==> src/rtl/rotation_pkg.sv <==
// rotation_pkg: ASCII constants, parser states and default distance width for rotation_parser.
package rotation_pkg;
  localparam int DIST_W_DEF = 32;
  localparam logic [7:0] CH_L   = 8'h4C;
  localparam logic [7:0] CH_R   = 8'h52;
  localparam logic [7:0] CH_0   = 8'h30;
  localparam logic [7:0] CH_9   = 8'h39;
  localparam logic [7:0] CH_LF  = 8'h0A;
  localparam logic [7:0] CH_CR  = 8'h0D;
  localparam logic [7:0] CH_SP  = 8'h20;
  localparam logic [7:0] CH_NUL = 8'h00;
  typedef enum logic [1:0] {
    S_DIR   = 2'd0,
    S_DIGIT = 2'd1,
    S_SKIP  = 2'd2
  } state_t;
endpackage

==> src/rtl/decimal_acc.sv <==
// decimal_acc: acc*10 + digit, saturating to all-ones with an overflow flag.
module decimal_acc #(
  parameter int W = 32
) (
  input  logic [W-1:0] acc,
  input  logic [3:0]   digit,
  output logic [W-1:0] nxt,
  output logic         ovf
);
  logic [W+3:0] prod;
  always_comb begin
    prod = ({4'b0, acc} << 3) + ({4'b0, acc} << 1) + {{W{1'b0}}, digit};
    ovf  = |prod[W+3:W];
    nxt  = ovf ? '1 : prod[W-1:0];
  end
endmodule

==> src/rtl/rotation_parser.sv <==
// rotation_parser: turns an ASCII stream of "L<n>"/"R<n>" lines into rotation handshakes.
module rotation_parser
  import rotation_pkg::*;
#(
  parameter int DIST_W = DIST_W_DEF
) (
  input  logic              clk,
  input  logic              rst,
  input  logic [7:0]        char_in,
  input  logic              char_valid,
  output logic              char_ready,
  output logic [DIST_W-1:0] data_in,
  output logic              dir_r,
  output logic              rot_valid,
  input  logic              rot_ready,
  output logic [15:0]       rot_count,
  output logic [15:0]       err_count,
  output logic              overflow
);
  state_t            state_q, state_d;
  logic [DIST_W-1:0] acc_q, acc_d, data_q, data_d, acc_nxt;
  logic              seen_q, seen_d, line_dir_q, line_dir_d, dir_q, dir_d;
  logic              rot_valid_q, rot_valid_d, ovf_q, ovf_d, acc_ovf;
  logic [15:0]       rot_count_q, rot_count_d, err_count_q, err_count_d;
  logic              accept, emit, err_inc;
  logic              is_digit, is_term, is_dir, is_ws, is_blank;
  decimal_acc #(.W(DIST_W)) u_acc (
    .acc  (acc_q),
    .digit(char_in[3:0]),
    .nxt  (acc_nxt),
    .ovf  (acc_ovf)
  );
  assign char_ready = !rot_valid_q || rot_ready;
  assign accept     = char_valid && char_ready;
  assign is_digit   = char_in >= CH_0 && char_in <= CH_9;
  assign is_term    = char_in == CH_LF || char_in == CH_NUL;
  assign is_dir     = char_in == CH_L || char_in == CH_R;
  assign is_ws      = char_in == CH_CR || char_in == CH_SP;
  assign is_blank   = is_term || is_ws;
  always_comb begin
    state_d    = state_q;
    acc_d      = acc_q;
    seen_d     = seen_q;
    line_dir_d = line_dir_q;
    ovf_d      = ovf_q;
    emit       = 1'b0;
    err_inc    = 1'b0;
    if (accept) begin
      case (state_q)
        S_DIR: begin
          if (is_dir) begin
            line_dir_d = char_in == CH_R;
            acc_d      = '0;
            seen_d     = 1'b0;
            state_d    = S_DIGIT;
          end else if (!is_blank) begin
            err_inc = 1'b1;
            state_d = S_SKIP;
          end
        end
        S_DIGIT: begin
          if (is_digit) begin
            acc_d  = acc_nxt;
            seen_d = 1'b1;
            ovf_d  = ovf_q | acc_ovf;
          end else if (is_term) begin
            emit    = seen_q;
            err_inc = !seen_q;
            state_d = S_DIR;
          end else if (!is_ws) begin
            err_inc = 1'b1;
            state_d = S_SKIP;
          end
        end
        default: state_d = is_term ? S_DIR : state_q;
      endcase
    end
    // a new load wins over a same-cycle handshake so no rotation is lost
    rot_valid_d = emit || (rot_valid_q && !rot_ready);
    data_d      = emit ? acc_q : data_q;
    dir_d       = emit ? line_dir_q : dir_q;
    rot_count_d = (emit && rot_count_q != 16'hFFFF) ? rot_count_q + 16'd1 : rot_count_q;
    err_count_d = (err_inc && err_count_q != 16'hFFFF) ? err_count_q + 16'd1 : err_count_q;
  end
  always_ff @(posedge clk or posedge rst) begin
    if (rst) begin
      state_q     <= S_DIR;
      acc_q       <= '0;
      seen_q      <= 1'b0;
      line_dir_q  <= 1'b0;
      data_q      <= '0;
      dir_q       <= 1'b0;
      rot_valid_q <= 1'b0;
      rot_count_q <= '0;
      err_count_q <= '0;
      ovf_q       <= 1'b0;
    end else begin
      state_q     <= state_d;
      acc_q       <= acc_d;
      seen_q      <= seen_d;
      line_dir_q  <= line_dir_d;
      data_q      <= data_d;
      dir_q       <= dir_d;
      rot_valid_q <= rot_valid_d;
      rot_count_q <= rot_count_d;
      err_count_q <= err_count_d;
      ovf_q       <= ovf_d;
    end
  end
  assign data_in   = data_q;
  assign dir_r     = dir_q;
  assign rot_valid = rot_valid_q;
  assign rot_count = rot_count_q;
  assign err_count = err_count_q;
  assign overflow  = ovf_q;
endmodule

==> config.mk <==
export PLATFORM = sky130hd
export DESIGN_NAME = rotation_parser
export DESIGN_NICKNAME = d
export VERILOG_FILES = /design/src/rtl/rotation_pkg.sv /design/src/rtl/decimal_acc.sv /design/src/rtl/rotation_parser.sv
export SDC_FILE = /design/constraint.sdc
export NUM_CORES = 1
export LEC_CHECK = 0
export BUFFER_PORTS_ARGS = -buffer_cell sky130_fd_sc_hd__buf_2
export CORE_MARGIN = 2
export CORE_UTILIZATION = 51
export CTS_BUF_LIST = sky130_fd_sc_hd__clkbuf_16
export DETAILED_ROUTE_END_ITERATION = 8
export GPL_ROUTABILITY_DRIVEN = 0
export PLACE_DENSITY = 0.75
export SETUP_SLACK_MARGIN = 0.3
export SLEW_MARGIN = 40
export SYNTH_ARGS = -nofsm -noshare
export SYNTH_HDL_FRONTEND = slang
export SYNTH_HIERARCHICAL = 1
export SYNTH_SLANG_ARGS = --single-unit
==> constraint.sdc <==
create_clock -name clk -period 8.7 [get_ports clk]
set_input_delay 0.435 -clock clk [delete_from_list [all_inputs] [get_ports clk]]
set_output_delay 0.435 -clock clk [all_outputs]
set_load 0.05 [all_outputs]
==> impl_results.md, run 1 <==
* DR WL/cell at ~15 um
* Launch point of the worst reg-to-reg path: acc_q[0]
* CTS Root Cell: clkbuf_16
* CP startpoint kind: flip-flop
* Worst setup path category: reg -> reg
* Starting Density at around 52%
* Antenna violations before repair at 0
* Slew margin rel. at approximately 53%
* Total of max-cap violations at 0
* Yosys top cell area share at 39.4%
* Fmax at approximately 240 MHz
* Die Y at ~120 um
* Final core occ at 58.8%
* Yosys warns at 6
* Most common cell after layout, fill and taps aside: nand2_1
* Synth Instances at between 700 and 800
* Static Leak at around 0.0043 uW
* Fill count at around 1100
* Most frequent cells in the layout: nand2_1, dfrtp_1, buf_2
* Worst-path clk slew at ~70 ps
* Critical Path Source: acc_q[0]
* Final period util at around 47%
* Nets@finish at around 860
* Overflow after GRT at 0
* Vias in the first global route at between 5000 and 6000
* Syn_nets at 785
* Synth Cell Area at between 6000 and 7000 sq um
* CP cell instances: inv_1 -> fa_1 -> inv_1 -> ha_1 -> a211oi_1 -> o21ai_1 -> o21ai_2 -> a21oi_2 -> o211ai_1 -> a21oi_1 -> or4_4 -> a21boi_4 -> buf_8 -> nand2b_1 -> a22o_1
* CTS tree: done
* Final-report hold violation count at 0
* Fraction of layout instances using a drive strength above 1 at between 10% and 20%
* Syn_area_per_cell at 9.26 sq um
* Die area at ~14000 sq um
* Dpl hpwl at 10200 um
* Drt first-iter violations at about 320
* Die X at approximately 120 um
* Diodes inserted at 0
* First-pass GRT wire length at approximately 24000 um
* Hold Slack at about 130 ps
* Setup TNS at 0 ps
* Post-synth EDFFs at 0
* CTS max path bufs at 2
* Slowest stage cell, crit path: fa_1
* Synth area leaders: dfrtp_1, ha_1, nand2_1, xor2_1, a22o_1
* Port bufs at around 80
* Most Crowded Layer GR: met2
* Crit path required time at roughly 8900 ps
* Drt first pass iters at 4
* Largest stage delay, worst path at a little under 600 ps
* Worst IR drop on VDD at between 0.0002 and 0.00025 V
* Final setup violation count at 0
* Tot GR Track Use at between 20% and 30%
* Worst path most repeated cell: inv_1
* Clock Skew at approximately 8 ps
* Final ANT Viol Nets at 0
* Drc violations at 0
* Layout Cells excl Fill at approximately 960
* Drt total wl at around 14000 um
* Power Density at around 140 nW/um^2
* Yosys reg bits at just over 100
* Vias at between 5000 and 6000
* Number of H-tree levels at 3
* Register area at approximately 2600 sq um
* Rows at 41
* Core Box Area at roughly 13000 sq um
* Outcome: completed
* I/O Pins at 80
* Worst-Margin Slew at just over 700 ps
* Clock Latency Late Sink at 360 ps
* Routing usage on met3 at ~4.2%
* Worst path arrival time at ~4400 ps
* Dpl cells at between 900 and 1000
* Hold Crit Class: in -> async
* Via density at roughly 5.6
* Met1 capacity usage during global routing at 28.2%
* Area grow syn2layout at 13.1%
* Post-synthesis sequential area ratio at 39.4%
* Global-route track usage on met2 at roughly 36%
* Cts bufs inserted at 9
* Pre-CTS setup slack at between 4000 and 5000 ps
* Post-route minimum period at between 4000 and 5000 ps
* Final Slew Violations at 0
* Clk sinks at 103
* Pin count of the biggest net entering global routing at 58
* Endpoint class of the critical path: flip-flop
* Hold-fix buffers, CTS at 0
* Unrepaired setup endpoints after global routing: no
* Synth Flop Type: dfrtp_1
* Cell taking the most area after synthesis: dfrtp_1
* Synth async-reset ratio at 100%
* Final WS setup at 4590 ps
* Post-CTS resize count at 0
* Synth unique cells at between 50 and 60
* Area of the multi-input gates at 3770 sq um
* CP Max Fanout at 21
* Postcts setup bufs at 0
-- routing by layer --
| layer | part of all wire, % | vias to the layer above |
|---|---|---|
| met5 | 0 | - |
| met4 | 1.4 | 0 |
| met3 | 3.5 | 16 |
| met2 | 48 | 91 |
| met1 | 47 | 2585 |
| li1 | - | 2660 |
-- logic make-up (layout without fill, tap and decap cells) --
group           after synthesis  after routing  share of synthesized area (%)
mux                           4              4                          0.689
fa+ha+maj                    67             67                           13.1
xor+xnor                     57             57                           7.63
buf+inv                      42            120                           2.98
flops                       103            103                           39.4
simple gates                294            294                           21.0
compound gates              139            139                           15.3
-- layout make-up --
type / count / share of cell area [%]
multi-input combinational: 561 / 51.0
sequential: 103 / 34.9
timing repair buffer: 86 / 6.16
clock buffer: 9 / 3.05
tap: 172 / 2.91
clock inverter: 7 / 1.07
inverter: 18 / 0.947
-- through the flow --
step           total power [uW]  area (sq um)
2_1_floorplan               605          6540
3_3_place_gp                636          7080
3_5_place_dp                642          7080
4_1_cts                    1060          7380
5_1_grt                    1090          7400
6_report                   1050          7400
-- Yosys cell counts, drive strengths merged (3+ instances only) --
cell type and count:
dfrtp 103, nor2 25, nand2b 10, nand3 21
clkbuf 12, xor2 35, nand2 163, nor3 19
a21o 21, o211ai 4, and3 5, inv 18
nand4 16, mux2 4, nor2b 7, nor4b 3
a22o 32, a21oi 37, buf 12, ha 65
or3 3, xnor2 22, o21ai 14, nor4 8
o2111ai 3, a21boi 5, a31oi 4
-- power by group --
part,internal (uW),switching [uW],leakage (uW)
Combinational,34.4,93.8,0.00270
Sequential,490,15.2,0.00142
Clock,227,194,0.000146
Total,751,303,0.00427
-- final timing paths --
check,slack [ps],to,cells after the start
setup / recovery,4590,acc_q[25],15
hold / removal,130,err_count[9],2
setup reg to reg,4590,acc_q[25],15
hold reg to reg,450,overflow,1
max in group asynchronous,7450,data_in[20],3
min in group clk,410,rot_valid,3
-- critical path: cells and delay by family, from the launching register on --
family / cells / cell delay, ps
and+or+nand+nor: 2 / 530
DFF: 1 / 430
buffers and inverters: 3 / 380
AOI/OAI and AO/OA: 8 / 1740
adders and majority gates: 2 / 910
-- flip-flops by register name, indices dropped and copies added, names as in the netlist --
name / count
data_in: 32
seen_q: 1
line_dir_q: 1
acc_q: 32
rot_count: 16
rot_valid: 1
overflow: 1
dir_r: 1
state_q: 2
err_count: 16
Note: power is estimated with default switching activity, not from simulation.
==> run 2, diff against run 1 <==
--- a/config.mk
+++ b/config.mk
@@ -5,13 +5,14 @@
 export SDC_FILE = /design/constraint.sdc
 export NUM_CORES = 1
 export LEC_CHECK = 0
+export ABC_AREA = 1
 export BUFFER_PORTS_ARGS = -buffer_cell sky130_fd_sc_hd__buf_2
 export CORE_MARGIN = 2
 export CORE_UTILIZATION = 51
 export CTS_BUF_LIST = sky130_fd_sc_hd__clkbuf_16
 export DETAILED_ROUTE_END_ITERATION = 8
 export GPL_ROUTABILITY_DRIVEN = 0
-export PLACE_DENSITY = 0.75
+export PLACE_DENSITY = 0.77
 export SETUP_SLACK_MARGIN = 0.3
 export SLEW_MARGIN = 40
 export SYNTH_ARGS = -nofsm -noshare
==> constraint.sdc (replaced) <==
create_clock -name clk -period 3.3 [get_ports clk]
set_input_delay 0.165 -clock clk [delete_from_list [all_inputs] [get_ports clk]]
set_output_delay 0.165 -clock clk [all_outputs]
set_load 0.05 [all_outputs]
==> impl_results.md, run 2 <==
* Outcome: completed
* Yosys warns at 6 (unchanged)
* Rows at 46 (+12%)
* Starting Density at 52.5% (+0.48 points)
* Crit path required time at 3500 ps (-5440 ps)
* Overflow after GRT at 0 (unchanged)
* Worst-Margin Slew at 764 ps (+56.8 ps)
* CTS tree: done
* Drt first pass iters at 5 (+1)
* First-pass GRT wire length at 34100 um (+43%)
* Drt total wl at 20900 um (+48%)
* Launch point of the worst reg-to-reg path: acc_q[0]
* Unrepaired setup endpoints after global routing: yes
* Antenna violations before repair at 0 (unchanged)
* Endpoint class of the critical path: flip-flop
* Count leader, synth: nand2_1
* Dpl hpwl at 14500 um (+43%)
* Die X at 132 um (+13%)
* Area grow syn2layout at 14.0%
* Total of max-cap violations at 0 (unchanged)
* Worst-path clk slew at 70 ps (about the same)
* Layout Cells excl Fill at 1483 (+55%)
* Vias at 7660 (+43%)
* Most frequent cells in the layout: nand2_1, inv_1, dfrtp_1
* Power Density at 318 nW/um^2 (+120%)
* Core Box Area at 16000 sq um (+27%)
* Fraction of layout instances using a drive strength above 1 at 20.3% (+5.2 points)
* Most common cell after layout, fill and taps aside: nand2_1
* Tot GR Track Use at 23.5% (+1.9 points)
* Hold Crit Class: in -> reg
* Drc violations at 0 (unchanged)
* Synth Instances at 1172 (+66%)
* Total power at 3040 uW (+190%)
* CP Max Fanout at 8 (-62%)
* Clk sinks at 103 (unchanged)
* Yosys reg bits at 103 (unchanged)
* I/O Pins at 80 (unchanged)
* Final WS setup at 370 ps (-4220 ps)
* CTS max path bufs at 2 (unchanged)
* Dpl cells at 1444 (+54%)
* Min-Delay Startpoint: rot_ready
* Reg2reg end: acc_q[15]
* Syn_nets at 1251 (+59%)
* Worst R2R Path Depth at 19 (+4)
* Pin count of the biggest net entering global routing at 65 (+12%)
* Clock Latency Late Sink at 360 ps (about the same)
* Worst path arrival time at 3130 ps (-1220 ps)
* Worst setup path category: reg -> reg
* DR WL/cell at 14.1 um (-4.9%)
* Final Slew Violations at 0 (unchanged)
* Synth Cell Area at 8400 sq um (+28%)
* Final-report hold violation count at 0 (unchanged)
* Via density at 5.17 (-7.7%)
* Post-synth EDFFs at 0 (unchanged)
* Clock Skew at 13.5 ps (+5.52 ps)
* Slew margin rel. at 49.1% (-3.8 points)
* Synth unique cells at 39 (-34%)
* Static Leak at 0.00557 uW (+30%)
* Post-synthesis sequential area ratio at 30.7% (-8.7 points)
* Post-route minimum period at 2930 ps (-1180 ps)
* Diodes inserted at 0 (unchanged)
* Port bufs at 79 (unchanged)
* Synth async-reset ratio at 100% (unchanged)
* Setup TNS at 0 ps (unchanged)
* Drt first-iter violations at 432 (+36%)
* Number of H-tree levels at 3 (unchanged)
* CP startpoint kind: flip-flop
* Syn_area_per_cell at 7.17 sq um (-23%)
* Synth Flop Type: dfrtp_1
* Synth area leaders: dfrtp_1, nand2_1, ha_1, inv_1, nand3_1
* Critical Path Source: acc_q[0]
* Die area at 17500 sq um (+27%)
* CTS Root Cell: clkbuf_16
* Worst IR drop on VDD at 0.000335 V (+57%)
* Nets@finish at 1341 (+56%)
* Vias in the first global route at 7182 (+37%)
* Die Y at 132 um (+13%)
* Final ANT Viol Nets at 0 (unchanged)
* Cts bufs inserted at 9 (unchanged)
* Fmax at 341 MHz (+40%)
* Final setup violation count at 0 (unchanged)
* Cell taking the most area after synthesis: dfrtp_1
* Crit path to: acc_q[15]
* Yosys top cell area share at 30.7% (-8.7 points)
* Pre-CTS setup slack at 252 ps (-4090 ps)
* Final period util at 88.8% (+42 points)
* R2R setup slack at 370 ps (-4220 ps)
* Commonest cells in the synthesized netlist: nand2_1, inv_1, dfrtp_1
-- run 2: changes by cell type in the layout (fill, tap and decap cells not counted), sizes merged, moves of 20 or more --
| cell | previous run | this run |
|---|---|---|
| a22o | 32 | 0 |
| o21ai | 14 | 76 |
| inv | 21 | 186 |
| nand2 | 163 | 401 |
| xor2 | 35 | 14 |
| nand3 | 21 | 118 |
| nor2 | 25 | 92 |
| a21o | 21 | 1 |
-- run 2: worst max-delay path, cell delays in order, from the launching register on --
cell and delay (ps):
dfrtp_1 390, inv_2 50, fa_1 570, inv_2 70, ha_4 210, nand3_1 90, nand3_2 100, nand2_2 100
nand2_4 70, nand2_4 70, nand2_4 60, nand2_2 70, nand2_1 50, nand2_1 70, nand2_2 90, nor2_8 230
clkbuf_16 220, nand3_2 60, nand3_1 80, o21ai_0 100
-- run 2: cell type report --
type	instances	area, sq um
Sequential cell	103	2580
Fill cell	1470	6430
Inverter	183	692
Tap cell	216	270
Multi-Input combinational cell	857	4990
Timing Repair Buffer	108	774
Clock buffer	9	225
Clock inverter	7	41.3
-- run 2: per-stage QoR --
step           utilization (%)  area, sq um  hold WS, ps
6_report                  59.8         9570          140
5_1_grt                   59.8         9570          149
4_1_cts                   58.2         9310          128
3_5_place_dp              55.5         8880          351
3_3_place_gp              55.5         8880          348
2_1_floorplan                -         8400          409
-- run 2: repair_timing --
| item | 4_1_cts | 5_1_grt |
|---|---|---|
| gates cloned | 3 | 4 |
| resized for setup | 4 | 27 |
| buffers inserted | 6 | 9 |
| pin swaps | 7 | 18 |
| hold buffers | 1 | 0 |
| hold endpoints to repair | 58 | 0 |
| endpoints found under the setup margin | 33 | 33 |
-- run 2: worst min path at each step --
stage	slack (ps)	end	depth (start not counted)
6_report	140	rot_valid	4
3_5_place_dp	350	data_in[25]	2
4_1_cts	130	rot_valid	4
2_1_floorplan	410	acc_q[0]	4
5_1_grt	150	rot_valid	4
3_3_place_gp	350	data_in[21]	2
-- run 2: report_power, final --
part           total, uW  internal [uW]  leakage [uW]  switching, uW
logic                685            213       0.00400            473
clock network        995            507      0.000137            488
registers           1360           1300       0.00143           58.5
total               3040           2020       0.00557           1020
-- run 2: layer usage --
layer	global-route usage, %	share of wire (%)
met1	31.2	45
met5	0	0
met3	4.04	5.4
met4	8.54	3.5
met2	38.5	46
-- run 2: cell families (layout without fill, tap and decap cells) --
group                      after synthesis  in the layout  synth area share [%]
DFF                                    103            103                  30.7
and+or+nand+nor                        641            641                  36.1
xor gates and xnor gates                40             40                  4.17
buffers and inverters                  212            307                  11.3
adders and majority gates               67             67                  10.2
AOI/OAI and AO/OA                      109            109                  7.57
==> run 3, diff against run 2 <==
--- a/config.mk
+++ b/config.mk
@@ -7,12 +7,13 @@
 export LEC_CHECK = 0
 export ABC_AREA = 1
 export BUFFER_PORTS_ARGS = -buffer_cell sky130_fd_sc_hd__buf_2
+export CORE_ASPECT_RATIO = 0.8
 export CORE_MARGIN = 2
-export CORE_UTILIZATION = 51
+export CORE_UTILIZATION = 27
 export CTS_BUF_LIST = sky130_fd_sc_hd__clkbuf_16
 export DETAILED_ROUTE_END_ITERATION = 8
 export GPL_ROUTABILITY_DRIVEN = 0
-export PLACE_DENSITY = 0.77
+export PLACE_DENSITY = 0.48
 export SETUP_SLACK_MARGIN = 0.3
 export SLEW_MARGIN = 40
 export SYNTH_ARGS = -nofsm -noshare
==> impl_results.md, run 3 (synthesis results as in run 2) <==
* CTS max path bufs at 2 (unchanged)
* Final period util at 88.4% (-0.42 points)
* Cts bufs inserted at 9 (unchanged)
* Final Slew Violations at 0 (unchanged)
* Most frequent cells in the layout: nand2_1, inv_1, dfrtp_1
* Diodes inserted at 0 (unchanged)
* Die area at 32500 sq um (+86%)
* Top delay family on crit path: simple AND/OR/NAND/NOR gates
* Setup TNS at 0 ps (unchanged)
* Port bufs at 79 (unchanged)
* Met1 capacity usage during global routing at 21.9% (-9.4 points)
* CP Max Fanout at 7 (-1)
* Pre-CTS setup slack at 164 ps (-88.5 ps)
* Nets@finish at 1339 (-0.15%)
* Outcome: completed
* I/O Pins at 80 (unchanged)
* Worst path arrival time at 3140 ps (about the same)
* Final-report hold violation count at 0 (unchanged)
* Clock Latency Late Sink at 370 ps (about the same)
* Drt total wl at 23100 um (+10%)
* Clk sinks at 103 (unchanged)
* Endpoint class of the critical path: flip-flop
* Switching share of power at 32.5% (-0.95 points)
* Sequential power share at 41.6% (-3.2 points)
* Tot GR Track Use at 14.1% (-9.4 points)
* Die Y at 162 um (+22%)
* Final core occ at 32.6% (-27 points)
* Slew margin rel. at 59.9% (+11 points)
* Post-route minimum period at 2920 ps (-13.8 ps)
* Rows at 57 (+24%)
* Power Density at 328 nW/um^2 (+3.1%)
* Gate power share at 22.8% (+0.3 points)
* Drc violations at 0 (unchanged)
* DR WL/cell at 13.8 um (-2.4%)
* Die X at 201 um (+52%)
* Worst IR drop on VDD at 0.000221 V (-34%)
* Area grow syn2layout at 18.6%
* Number of H-tree levels at 3 (unchanged)
* Overflow after GRT at 0 (unchanged)
* Antenna violations before repair at 0 (unchanged)
* Starting Density at 27.5% (-25 points)
* Largest stage delay, worst path at 470 ps (-100 ps)
* Most common cell after layout, fill and taps aside: nand2_1
* Bufs and invs on worst path at 3 (unchanged)
* Pint at 2200 uW (+8.8%)
* CP cell instances: inv_2 -> fa_2 -> fa_2 -> inv_2 -> nand2_2 -> nand2_2 -> nand3_2 -> nand2_2 -> nand2_2 -> nand2_4 -> nand2_4 -> nand3_4 -> nand2_4 -> nor2_8 -> clkbuf_16 -> nand3_2 -> nand3_1 -> o21ai_1
* Via density at 4.37 (-15%)
* CTS Root Cell: clkbuf_16
* Static Leak at 0.00560 uW (+0.49%)
* Clock Skew at 13.8 ps (+0.315 ps)
* Fraction of layout instances using a drive strength above 1 at 20.8% (+0.52 points)
* Slowest stage cell, crit path: fa_2
* Hold Crit Class: in -> reg
* Worst-path clk slew at 80 ps (about the same)
* Worst-Margin Slew at 602 ps (-162 ps)
* Core Box Area at 30500 sq um (+91%)
* Pin count of the biggest net entering global routing at 104 (+60%)
* Global-route track usage on met2 at 20.1% (-18 points)
* Drt first pass iters at 5 (unchanged)
* Unrepaired setup endpoints after global routing: yes
* CP startpoint kind: flip-flop
* Drt first-iter violations at 466 (+7.9%)
* Vias in the first global route at 6759 (-5.9%)
* Dpl hpwl at 16700 um (+16%)
* Final setup violation count at 0 (unchanged)
* Most Crowded Layer GR: met1
* First-pass GRT wire length at 37000 um (+8.7%)
* Final ANT Viol Nets at 0 (unchanged)
* Vias at 7334 (-4.3%)
* Total of max-cap violations at 0 (unchanged)
* Worst setup path category: reg -> reg
* Final WS setup at 384 ps (+13.8 ps)
* Routing usage on met3 at 2.47% (-1.6 points)
* NetSw at 1060 uW (+4.2%)
* Fmax at 343 MHz (+0.47%)
* CTS tree: done
* Clock power share at 35.6% (+2.9 points)
* Crit path required time at 3530 ps (+30 ps)
* Worst path most repeated cell: nand2_2
[run 3: area by class of cell]
cell class,count,area (sq um)
Fill cell,3381,20600
Multi-Input combinational cell,857,5050
Sequential cell,103,2580
Timing Repair Buffer,106,817
Inverter,183,689
Tap cell,413,517
Clock buffer,9,225
Clock inverter,6,87.6
[run 3: power by group through the flow]
stage	logic (uW)	registers, uW	clock network [uW]
2_1_floorplan	487	1450	0
3_3_place_gp	662	1380	0
3_5_place_dp	666	1380	0
4_1_cts	693	1360	1220
5_1_grt	824	1360	1260
6_report	746	1360	1160
[run 3: worst paths after layout]
| kind | startpoint | to | slack, ps | cells past startpoint |
|---|---|---|---|---|
| max in group asynchronous | rst | acc_q[7] | 2360 | 4 |
| hold reg to reg | overflow | overflow | 480 | 1 |
| setup reg to reg | acc_q[0] | acc_q[22] | 380 | 18 |
| setup / recovery | acc_q[0] | acc_q[22] | 380 | 18 |
| hold / removal | rot_ready | rot_valid | 90 | 4 |
| min in group asynchronous | rst | data_in[21] | 470 | 4 |
[run 3: timing repair]
item	4_1_cts	5_1_grt
resized for setup	4	52
buffers inserted	4	9
hold buffers	1	0
setup endpoints to repair	33	33
cloned	3	4
endpoints found under the hold margin	64	0
pin swaps	4	14
[run 3: worst min-delay path, delay by kind of cell]
kind | cells | cell delay [ps]
buf+inv | 2 | 100
simple gates | 2 | 140
[run 3: metrics by stage]
step	cell area, sq um	power (uW)	hold WS [ps]	instances
after global routing	9960	3440	129	1677
after detailed placement	9130	2050	361	1640
after global placement	9130	2040	349	1640
after CTS	9590	3270	71.6	1663
final	9960	3260	87.0	1677
after floorplan	8400	1940	409	1172
[run 3: metal layers]
| metal | vias to the layer above | share of wire [%] |
|---|---|---|
| met4 | 0 | 0.82 |
| met5 | - | 0 |
| met1 | 3329 | 55 |
| li1 | 3873 | - |
| met2 | 118 | 41 |
| met3 | 14 | 3.8 |
